--- src/rtl/addsub_flags_unit_if.sv ---
// rtl/addsub_flags_unit_if.sv - request/result handshake bundle for the add/subtract flags unit
interface addsub_flags_unit_if #(
  parameter int N = 32
);
  logic         in_valid;
  logic         in_ready;
  logic [2:0]   op;
  logic         set_flags;
  logic [N-1:0] a;
  logic [N-1:0] b;
  logic         out_valid;
  logic         out_ready;
  logic [N-1:0] result;
  logic [3:0]   out_flags;
  logic         out_wr;
  logic         out_err;
  logic [3:0]   flags;

  modport master (
    output in_valid, op, set_flags, a, b, out_ready,
    input  in_ready, out_valid, result, out_flags, out_wr, out_err, flags
  );

  modport slave (
    input  in_valid, op, set_flags, a, b, out_ready,
    output in_ready, out_valid, result, out_flags, out_wr, out_err, flags
  );
endinterface

--- src/rtl/addsub_flags_unit.sv ---
// rtl/addsub_flags_unit.sv - registered add/subtract unit with persistent ZNCV flags
module addsub_flags_unit #(
  parameter int       N          = 32,
  parameter logic [3:0] FLAG_RESET = 4'b0000
) (
  input  logic                 clk,
  input  logic                 rst_n,
  addsub_flags_unit_if.slave   bus
);
  localparam logic [2:0] OP_ADD = 3'b000;
  localparam logic [2:0] OP_SUB = 3'b001;
  localparam logic [2:0] OP_RSB = 3'b010;
  localparam logic [2:0] OP_ADC = 3'b011;
  localparam logic [2:0] OP_SBC = 3'b100;
  localparam logic [2:0] OP_CMP = 3'b101;

  logic         valid_q;
  logic [N-1:0] result_q;
  logic [3:0]   oflags_q;
  logic         wr_q;
  logic         err_q;
  logic [3:0]   flags_q;

  logic [N-1:0] x;
  logic [N-1:0] y;
  logic         cin;
  logic [N:0]   sum;
  logic         reserved;
  logic         is_cmp;
  logic [3:0]   new_flags;
  logic         accept;

  // Every op is x + y + cin with the operands pre-inverted for subtract forms.
  always_comb begin
    x        = bus.a;
    y        = ~bus.b;
    cin      = 1'b1;
    reserved = 1'b0;
    is_cmp   = 1'b0;
    case (bus.op)
      OP_ADD: begin
        y   = bus.b;
        cin = 1'b0;
      end
      OP_SUB: ;
      OP_CMP: is_cmp = 1'b1;
      OP_RSB: begin
        x = bus.b;
        y = ~bus.a;
      end
      OP_ADC: begin
        y   = bus.b;
        cin = flags_q[1];
      end
      OP_SBC: cin = flags_q[1];
      default: reserved = 1'b1;
    endcase
    sum       = {1'b0, x} + {1'b0, y} + {{N{1'b0}}, cin};
    new_flags = {sum[N-1:0] == '0, sum[N-1], sum[N],
                 (x[N-1] == y[N-1]) && (sum[N-1] != x[N-1])};
    if (reserved) begin
      new_flags = 4'b0000;
    end
  end

  assign bus.in_ready  = !valid_q || bus.out_ready;
  assign accept        = bus.in_valid && bus.in_ready;

  assign bus.out_valid = valid_q;
  assign bus.result    = result_q;
  assign bus.out_flags = oflags_q;
  assign bus.out_wr    = wr_q;
  assign bus.out_err   = err_q;
  assign bus.flags     = flags_q;

  always_ff @(posedge clk or negedge rst_n) begin
    if (!rst_n) begin
      valid_q  <= 1'b0;
      result_q <= '0;
      oflags_q <= 4'b0000;
      wr_q     <= 1'b0;
      err_q    <= 1'b0;
      flags_q  <= FLAG_RESET;
    end else begin
      if (accept) begin
        valid_q  <= 1'b1;
        result_q <= reserved ? '0 : sum[N-1:0];
        oflags_q <= new_flags;
        wr_q     <= !reserved && !is_cmp;
        err_q    <= reserved;
        // Compares exist only to set flags, so they ignore set_flags.
        if (!reserved && (bus.set_flags || is_cmp)) begin
          flags_q <= new_flags;
        end
      end else if (bus.out_ready) begin
        valid_q <= 1'b0;
      end
    end
  end
endmodule
--- src/flat_wrapper.sv ---
// flat-port wrapper written by rule: the top's interface ports become plain ports
module addsub_flags_unit_flat 
#(
  parameter int       N          = 32,
  parameter logic [3:0] FLAG_RESET = 4'b0000
)
  (clk, rst_n, bus_in_valid, bus_op, bus_set_flags, bus_a, bus_b, bus_out_ready, bus_in_ready, bus_out_valid, bus_result, bus_out_flags, bus_out_wr, bus_out_err, bus_flags);
  addsub_flags_unit_if #(.N(N)) bus_i ();
  input  logic clk;
  input  logic rst_n;
  input wire logic [$bits(bus_i.in_valid)-1:0] bus_in_valid;
  input wire logic [$bits(bus_i.op)-1:0] bus_op;
  input wire logic [$bits(bus_i.set_flags)-1:0] bus_set_flags;
  input wire logic [$bits(bus_i.a)-1:0] bus_a;
  input wire logic [$bits(bus_i.b)-1:0] bus_b;
  input wire logic [$bits(bus_i.out_ready)-1:0] bus_out_ready;
  output wire logic [$bits(bus_i.in_ready)-1:0] bus_in_ready;
  output wire logic [$bits(bus_i.out_valid)-1:0] bus_out_valid;
  output wire logic [$bits(bus_i.result)-1:0] bus_result;
  output wire logic [$bits(bus_i.out_flags)-1:0] bus_out_flags;
  output wire logic [$bits(bus_i.out_wr)-1:0] bus_out_wr;
  output wire logic [$bits(bus_i.out_err)-1:0] bus_out_err;
  output wire logic [$bits(bus_i.flags)-1:0] bus_flags;
  assign bus_i.in_valid = bus_in_valid;
  assign bus_i.op = bus_op;
  assign bus_i.set_flags = bus_set_flags;
  assign bus_i.a = bus_a;
  assign bus_i.b = bus_b;
  assign bus_i.out_ready = bus_out_ready;
  assign bus_in_ready = bus_i.in_ready;
  assign bus_out_valid = bus_i.out_valid;
  assign bus_result = bus_i.result;
  assign bus_out_flags = bus_i.out_flags;
  assign bus_out_wr = bus_i.out_wr;
  assign bus_out_err = bus_i.out_err;
  assign bus_flags = bus_i.flags;
  addsub_flags_unit #(.N(N), .FLAG_RESET(FLAG_RESET)) u_core (.clk(clk), .rst_n(rst_n), .bus(bus_i));
endmodule
--- config.mk ---
export PLATFORM = sky130hd
export DESIGN_NAME = addsub_flags_unit_flat
export DESIGN_NICKNAME = d
export VERILOG_FILES = /design/src/rtl/addsub_flags_unit_if.sv /design/src/rtl/addsub_flags_unit.sv /design/src/flat_wrapper.sv
export SDC_FILE = /design/constraint.sdc
export NUM_CORES = 1
export LEC_CHECK = 0
export CAP_MARGIN = 20
export CORE_MARGIN = 5
export CORE_UTILIZATION = 57
export CTS_BUF_LIST = sky130_fd_sc_hd__clkbuf_4
export DETAILED_ROUTE_END_ITERATION = 10
export GPL_ROUTABILITY_DRIVEN = 0
export HOLD_SLACK_MARGIN = 0.05
export PLACE_DENSITY = 0.9
export SETUP_SLACK_MARGIN = 0.2
export SYNTH_ARGS = -nofsm -noshare
export SYNTH_HDL_FRONTEND = slang
export SYNTH_SLANG_ARGS = --single-unit
export TNS_END_PERCENT = 5
--- constraint.sdc ---
create_clock -name clk -period 8 [get_ports clk]
set_clock_uncertainty 0.1 [all_clocks]
set_input_delay 1.6 -clock clk [delete_from_list [all_inputs] [get_ports clk]]
set_output_delay 1.6 -clock clk [all_outputs]
set_load 0.01 [all_outputs]
==> summary by stage, run 1 <==
Detailed routing
The first detailed-routing pass ran for 7 iterations. The routed via count divided by cell count is 6.562. The routed length per placed instance is 17.68 um. The post-detailed-route count of antenna-violating nets is 0. For this run, design rule violations remaining after detail routing come to 0. In this run, the number of DRC markers left after iteration 0 of detailed routing was 448. The routed layout has 5427 vias. After detailed routing, the total wire length is 14.63 mm.

GRT
Summed over all layers, the global routing overflow is 0. The number of global-route vias before repair is 5229. The first global-routing pass estimated 24.52 mm of wire.

The number of antenna violations at the first check in global routing is 0. Across every metal layer, demand over resource in global routing totals 26.02%. The maximum number of pins on one net before global-route repair is 43.

Min path
The depth of the worst hold-timing path is 2. The worst hold path belongs to the class register to register. The worst hold path terminates at u_core.bus.result[0]. The start point of the worst min-delay path is u_core.bus.result[0].

Final layout
In the layout the commonest cells are 113 x sky130_fd_sc_hd__clkdlybuf4s50_1, 46 x sky130_fd_sc_hd__inv_1, 42 x sky130_fd_sc_hd__nand2_1, 42 x sky130_fd_sc_hd__a21oi_1, 42 x sky130_fd_sc_hd__dfrtp_1. The fill cell total of the finished layout is 649. The area growth from synthesis to final layout is 24.27%. The most common cell after layout, fill and taps aside is sky130_fd_sc_hd__clkdlybuf4s50_1. After the last flow step, the layout net total stands at 823.

The total non-filler cell area in the finished layout is 0.006311 mm2. The layout cell share with drive strength beyond 1 is 8.762%. The number of inserted diodes is 0.

Clock network
The clock tree from TritonCTS is yes. The number of buffers inserted by hold repair at cts is 0. The number of clock buffers added by TritonCTS is 5. The clock-pin slew on the worst setup and hold paths is 0.12 ns. The maximum number of buffers from clock root to sink is 2. The source-to-sink clock delay at the later pin of the worst-skew pair is 0.35 ns. In this run, post-CTS repair resized a total of 0 instances. The number of clock sinks is 42.

In this run the post-CTS setup repair buffer count came out at 0. The depth of the CTS H-tree is 2. The buffer type at the clock tree root is sky130_fd_sc_hd__clkbuf_4.

STA
Setup slack on the critical path of the routed design comes to 1.703 ns. For the pin with the worst max-slew slack, the measured transition is 0.8870 ns. The final hold violation count is 0.

The max-slew violation count is 0. Summed over all failing endpoints, the final setup total negative slack is 0 ns. The setup-violating endpoint count in the final report is 0.

Based on the critical path, the design can be clocked at up to 158.8 MHz. The worst path uses 78.71% of the clock period. The remaining max-slew budget at the tightest pin is 40.87%. For the finished layout, the period the worst path requires is 6.297 ns. The worst hold-check slack is 0.3926 ns. Setup repair after global routing left no endpoint under its margin.

Synth
The number of enable-type register cells in the synthesized netlist is 0. For this run, asynchronously set or reset flops after synthesis account for 100.0%. When the netlist entered floorplanning its net count stood at 736. The average size of a mapped cell is 8.049 um2. The post-synthesis register bit count is 42. During synthesis, Yosys emitted a total of 0 warnings.

Among all flip-flop cells after synthesis, the most frequent one is sky130_fd_sc_hd__dfrtp_1. The cell area that synthesis handed to floorplanning was 0.005079 mm2. The number of distinct standard cells referenced by the synthesized netlist is 61. Counting every instance in the synthesized netlist gives 631. Sequential cells were found to cover 20.69% of the synthesized design area.

Pwr
Power spread over the standard cell area amounts to 168.0 mW/mm2. The static leakage is 2.760 nW. The maximum vdd ir drop is 0.07124 mV.

Floorplanning
Measured along the x axis, the die boundary spans 104.4 um. The floorplan step defined a core boundary enclosing 0.008721 mm2. The floorplan die area is 0.01090 mm2. The number of top-level design ports is 116.

The row count is 34. From bottom edge to top edge, the die measures 104.4 um. The starting utilization of the core area is 58.24%.

Placed design
The total cell area at the placement stage is 0.006257 mm2. At the placement stage, the worst setup path has a slack of 1.547 ns. During placement, the flow inserted port buffers numbering 115. The half-perimeter wire length after detailed placement is 11.58 mm.

Setup path
For the worst setup path, the data required time is 8.18 ns. The arrival time reported for the critical path endpoint is 6.48 ns. Measured in cells, the most critical reg-to-reg path has a length of 14.

The critical path starts at bus_op[1]. The worst setup path is launched from a primary input. The worst setup path is captured at a register. The worst register-to-register path begins at u_core.bus.flags[1]. For flop-to-flop paths, the worst setup slack is 4.02 ns. The worst setup path is of the primary input to register kind. The highest fanout seen on the critical path is 20. The endpoint of the worst-slack reg-to-reg timing path is u_core.bus.flags[3].

Flow run
The count of maximum capacitance violations is 0.

Status
The flow ran to the end, and the final reports show no timing, DRC or antenna violations.
## registers in the layout, summed over array words and instances, names as in the netlist
| register | cells |
|---|---|
| u_core.bus.out_err | 1 |
| u_core.bus.out_valid | 1 |
| u_core.bus.result | 31 |
| u_core.bus.flags | 4 |
| u_core.bus.out_wr | 1 |
| u_core.bus.out_flags | 4 |
## through the flow
step                instances  power [mW]  utilization (%)
floorplan                 631      0.6898                -
global placement          819      0.9227            71.75
global route              827       1.130            72.37
detailed placement        819      0.9486            71.75
CTS                       827       1.052            72.37
finish                    827       1.060            72.37
## power by group
group	total [mW]	leakage [nW]	switching (mW)	internal [mW]
combinational	0.659	2.19	0.345	0.314
clock	0.104	0.0331	0.0671	0.0365
sequential	0.298	0.532	0.0336	0.264
## kinds of logic after synthesis
| logic type | count (synthesis) | share of synthesized area, % |
|---|---|---|
| AOI/OAI and AO/OA | 228 | 30.85 |
| xor gates and xnor gates | 25 | 4.311 |
| adders and majority gates | 33 | 8.426 |
| buffers and inverters | 91 | 7.021 |
| DFF | 42 | 20.69 |
| muxes | 68 | 14.24 |
| and+or+nand+nor | 144 | 14.46 |
## worst max path at each step
| stage | to | slack (ns) |
|---|---|---|
| 3_3_place_gp | u_core.bus.flags[3] | 1.74 |
| 2_1_floorplan | u_core.bus.flags[3] | 2.28 |
| 3_5_place_dp | u_core.bus.flags[3] | 1.55 |
| 6_report | u_core.bus.flags[3] | 1.70 |
| 4_1_cts | u_core.bus.flags[3] | 1.89 |
| 5_1_grt | u_core.bus.out_flags[3] | 1.51 |
## cell type report
cell class	count	area (um2)	share of cell area (%)
clock inverters	2	8.758	0.1388
inverters	46	172.7	2.736
clock buffers	6	45.04	0.7137
repair buffers	125	1216	19.27
flip-flops and latches	42	1051	16.65
multi-input cells	498	3682	58.35
well taps	108	135.1	2.141
## routing by layer
layer / vias to the layer above / GRT usage [%] / routed length, um
li1: 2562 / - / -
met1: 2505 / 34.03 / 6005
met2: 307 / 43.30 / 6872
met3: 53 / 3.786 / 1265
met4: 0 / 9.713 / 482
met5: - / 0 / 0
## synthesized netlist by cell type (all sizes together), types with 14 or more instances
cell	n	area, um2
a21oi	44	224.0
a22oi	33	247.7
o21ai	32	163.9
inv	46	172.7
mux2i	34	340.3
o22ai	32	200.2
a22o	23	201.4
mux2	34	382.9
xnor2	14	122.6
a21o	14	105.1
ha	31	387.9
dfrtp	42	1051
nand2	42	157.7
clkbuf	39	146.4
nor2	30	112.6
## critical path: stages
cell                              delay, ns
sky130_fd_sc_hd__clkdlybuf4s50_1       0.61
sky130_fd_sc_hd__nor2_2                0.64
sky130_fd_sc_hd__buf_4                 0.37
sky130_fd_sc_hd__a22oi_1               0.12
sky130_fd_sc_hd__o22ai_1               0.19
sky130_fd_sc_hd__inv_1                 0.09
sky130_fd_sc_hd__fa_1                  0.45
sky130_fd_sc_hd__nand2b_1              0.21
sky130_fd_sc_hd__a21oi_1               0.23
sky130_fd_sc_hd__o211ai_1              0.13
sky130_fd_sc_hd__a21boi_1              0.18
sky130_fd_sc_hd__o41ai_1               0.64
sky130_fd_sc_hd__o31a_1                0.24
sky130_fd_sc_hd__xor2_1                0.11
sky130_fd_sc_hd__or4_1                 0.52
sky130_fd_sc_hd__o21ai_1               0.13
Power figures use the tool's default switching activity.
==> run 2: changes to the inputs <==
Settings changed: CORE_UTILIZATION 57 to 53, PLACE_DENSITY 0.9 to 0.85.
Clock period 8 ns to 6.55 ns, I/O delays scaled along.
==> summary by stage, run 2 (synthesized netlist as in run 1, its figures left out) <==
Status
The flow ran to the end, and the final reports show no timing, DRC or antenna violations.

Placed design
The number of input and output port buffers inserted came to 115 (unchanged). The half-perimeter wire length after detailed placement is 11.55 mm (-0.24%). The post-placement setup slack is 0.6745 ns (-0.8720 ns).

Detailed routing
The overall routed net length is 14.80 mm (+1.2%). The post-detailed-route count of antenna-violating nets is 0 (unchanged). The routed length per placed instance is 17.43 um (-1.5%). The first-pass iteration count of the detailed router is 5 (-2). The number of vias after detailed routing came to 5397 (-0.55%). The routed via count divided by cell count was 6.357 (-3.1%). The detailed router's first-iteration violation count was 364 (-19%).

The detailed-route DRC error count is 0 (unchanged).

Setup path
The startpoint of the worst-slack reg-to-reg timing path is u_core.bus.flags[1]. The worst setup path endpoint is u_core.bus.flags[3]. The stage delay of the slowest cell on the critical path is 0.57 ns (-0.07 ns). The count of buffer and inverter cells on the critical path is 3 (unchanged). The reg-to-reg setup timing slack came to 2.61 ns (-1.41 ns). Walking the worst path, the cells encountered are clkdlybuf4s50_1, buf_4, nor2_2, buf_4, a22oi_1, o22ai_1, ha_1, and4_1, and4_1, o211ai_1, a21boi_1, o41ai_1, o31a_1, xor2_1, or4_1, o21ai_1. STA classifies the critical path endpoint as a register.

The critical path in this run is classified as primary input to register. The logic depth of the worst setup path including buffers is 16 (unchanged). The endpoint identified for the worst register-to-register timing path is u_core.bus.flags[3]. Among all stages on the critical path, the largest delay is contributed by sky130_fd_sc_hd__o41ai_1. The data required time at the worst endpoint is 6.73 ns (-1.45 ns).

The first element of the critical path is bus_op[1]. The startpoint class of the critical path is a primary input. The arrival time reported for the critical path endpoint came to 5.81 ns (-0.67 ns). Among cell families on the critical path, the largest total delay comes from compound AO/OA/AOI/OAI gates. The worst-case reg-to-reg path depth came to 14 (unchanged).

The highest fanout seen on the critical path came to 35 (+75%).

GRT
The number of antenna violations at the first check in global routing is 0 (unchanged). The total routing usage reported by global routing is 24.38% (-1.6 points). The maximum number of pins on one net before global-route repair was 43 (unchanged). The first-pass GRT wire length is 23.51 mm (-4.1%). The number of global-route vias before repair is 4916 (-6.0%). The overflow left after global routing was 0 (unchanged).

Floorplanning
The horizontal die dimension is 107.9 um (+3.4%). The starting utilization of the core area was 54.70% (-3.5 points). The number of top-level design ports is 116 (unchanged).

The row count was 35 (+2.9%). The floorplan die area is 0.01164 mm2 (+6.8%). The die height is 107.9 um (+3.4%). The core area is 0.009284 mm2 (+6.5%).

Pwr
The areal power density over the cells was 209.3 mW/mm2 (+25%). The maximum vdd ir drop is 0.1198 mV (+68%). The static leakage came to 2.773 nW (+0.49%).

Clock network
The maximum number of buffers from clock root to sink came to 2 (unchanged). The number of buffers inserted during clock tree synthesis is 5 (unchanged). The number of clock sinks is 42 (unchanged). The clock-pin slew on the worst setup and hold paths is 0.12 ns (about the same). The post-CTS setup repair buffer count came to 0 (unchanged). The source-to-sink clock delay at the later pin of the worst-skew pair is 0.35 ns (about the same). The depth of the CTS H-tree was 2 (unchanged). The number of buffers inserted by hold repair at cts is 0 (unchanged). The clock tree from TritonCTS is yes. The total of cells resized after clock tree synthesis is 0 (unchanged). The cell sitting at the root of the clock tree is a sky130_fd_sc_hd__clkbuf_4.

STA
The final worst slack was 0.9187 ns (-0.7845 ns). The max-slew violation count is 0 (unchanged). The share of the clock period used by the worst path after layout is 85.97%. The remaining max-slew budget at the tightest pin was 40.59% (-0.27 points). The highest clock frequency the design can meet is 177.6 MHz. The time the final worst path needs with I/O delays and setup is 5.631 ns. The final hold violation count is 0 (unchanged). The transition at the pin with the smallest max-transition slack came to 0.8799 ns (-0.007043 ns). Setup repair after global routing left no endpoint under its margin. The accumulated negative setup slack is 0 ns (unchanged). The setup-violating endpoint count in the final report is 0 (unchanged).

Final layout
The post-layout utilization of the core is 68.65% (-3.7 points). In the layout the commonest cells are 113 x sky130_fd_sc_hd__clkdlybuf4s50_1, 46 x sky130_fd_sc_hd__inv_1, 42 x sky130_fd_sc_hd__nand2_1, 42 x sky130_fd_sc_hd__a21oi_1, 42 x sky130_fd_sc_hd__dfrtp_1. The library cell used most frequently in the layout, excluding fill and tap cells, is sky130_fd_sc_hd__clkdlybuf4s50_1.

The number of inserted diodes is 0 (unchanged). The post-layout net count came to 824 (+0.12%). The layout cell share with drive strength beyond 1 is 9.028% (+0.27 points).

The number of flip-flops under the largest register name is 31 (unchanged). Compared with the post-synthesis result, the final layout area differs by 25.50%.

Flow run
The count of maximum capacitance violations is 0 (unchanged).

Min path
The path class of the tightest hold or removal check is register to register.
## run 2: changes by cell type in the layout (fill, tap and decap cells not counted), sizes merged
cell,before,now
buf,12,13
clkinvlp,0,1
bufinv,0,1
clkinv,2,0
## run 2: metrics by stage
step / cells / total power [mW] / hold WS (ns) / area (um2)
final: 849 / 1.334 / 0.3827 / 6374
after global routing: 849 / 1.419 / 0.4096 / 6374
after CTS: 849 / 1.325 / 0.3818 / 6374
after detailed placement: 841 / 1.157 / 0.3561 / 6291
after global placement: 841 / 1.134 / 0.3552 / 6291
after floorplan: 631 / 0.8425 / 0.4070 / 5079
## run 2: worst min-delay path, delay by kind of cell, from the launching register on
family	cells	cell delay [ns]
flops	1	0.36
simple gates	2	0.10
## run 2: routing by layer
| metal | global-route usage (%) | share of wire [%] | vias up |
|---|---|---|---|
| met2 | 40.81 | 48 | 263 |
| met3 | 2.400 | 8.4 | 25 |
| met4 | 6.763 | 1.5 | 0 |
| li1 | - | - | 2555 |
| met1 | 33.40 | 43 | 2554 |
| met5 | 0 | 0 | - |
## run 2: area by class of cell
cell class	count	area, um2
Inverter	46	172.7
Clock buffer	6	45.04
Clock inverter	2	37.54
Timing Repair Buffer	126	1224
Multi-Input combinational cell	498	3682
Sequential cell	42	1051
Tap cell	129	161.4
Fill cell	750	2910
## run 2: worst min path at each step
stage	startpoint	endpoint	slack, ns	cells after the start
6_report	u_core.bus.result[0]	u_core.bus.result[0]	0.38	2
5_1_grt	u_core.bus.result[0]	u_core.bus.result[0]	0.41	2
4_1_cts	u_core.bus.result[0]	u_core.bus.result[0]	0.38	2
3_5_place_dp	u_core.bus.result[0]	u_core.bus.result[0]	0.36	2
3_3_place_gp	u_core.bus.result[0]	u_core.bus.result[0]	0.36	2
2_1_floorplan	u_core.bus.result[0]	u_core.bus.result[0]	0.41	2
## run 2: power by group
group	leakage, nW	switching (mW)	total (mW)	internal, mW
Clock	0.0419	0.0820	0.167	0.0847
Sequential	0.532	0.0429	0.365	0.322
Combinational	2.20	0.419	0.802	0.384
Total	2.77	0.543	1.33	0.791
==> run 3: changes to the inputs <==
Settings changed: SKIP_CTS_REPAIR_TIMING set to 1.
==> results of run 3 <==
The final DEF is identical to that of run 2; final timing and power are the same.
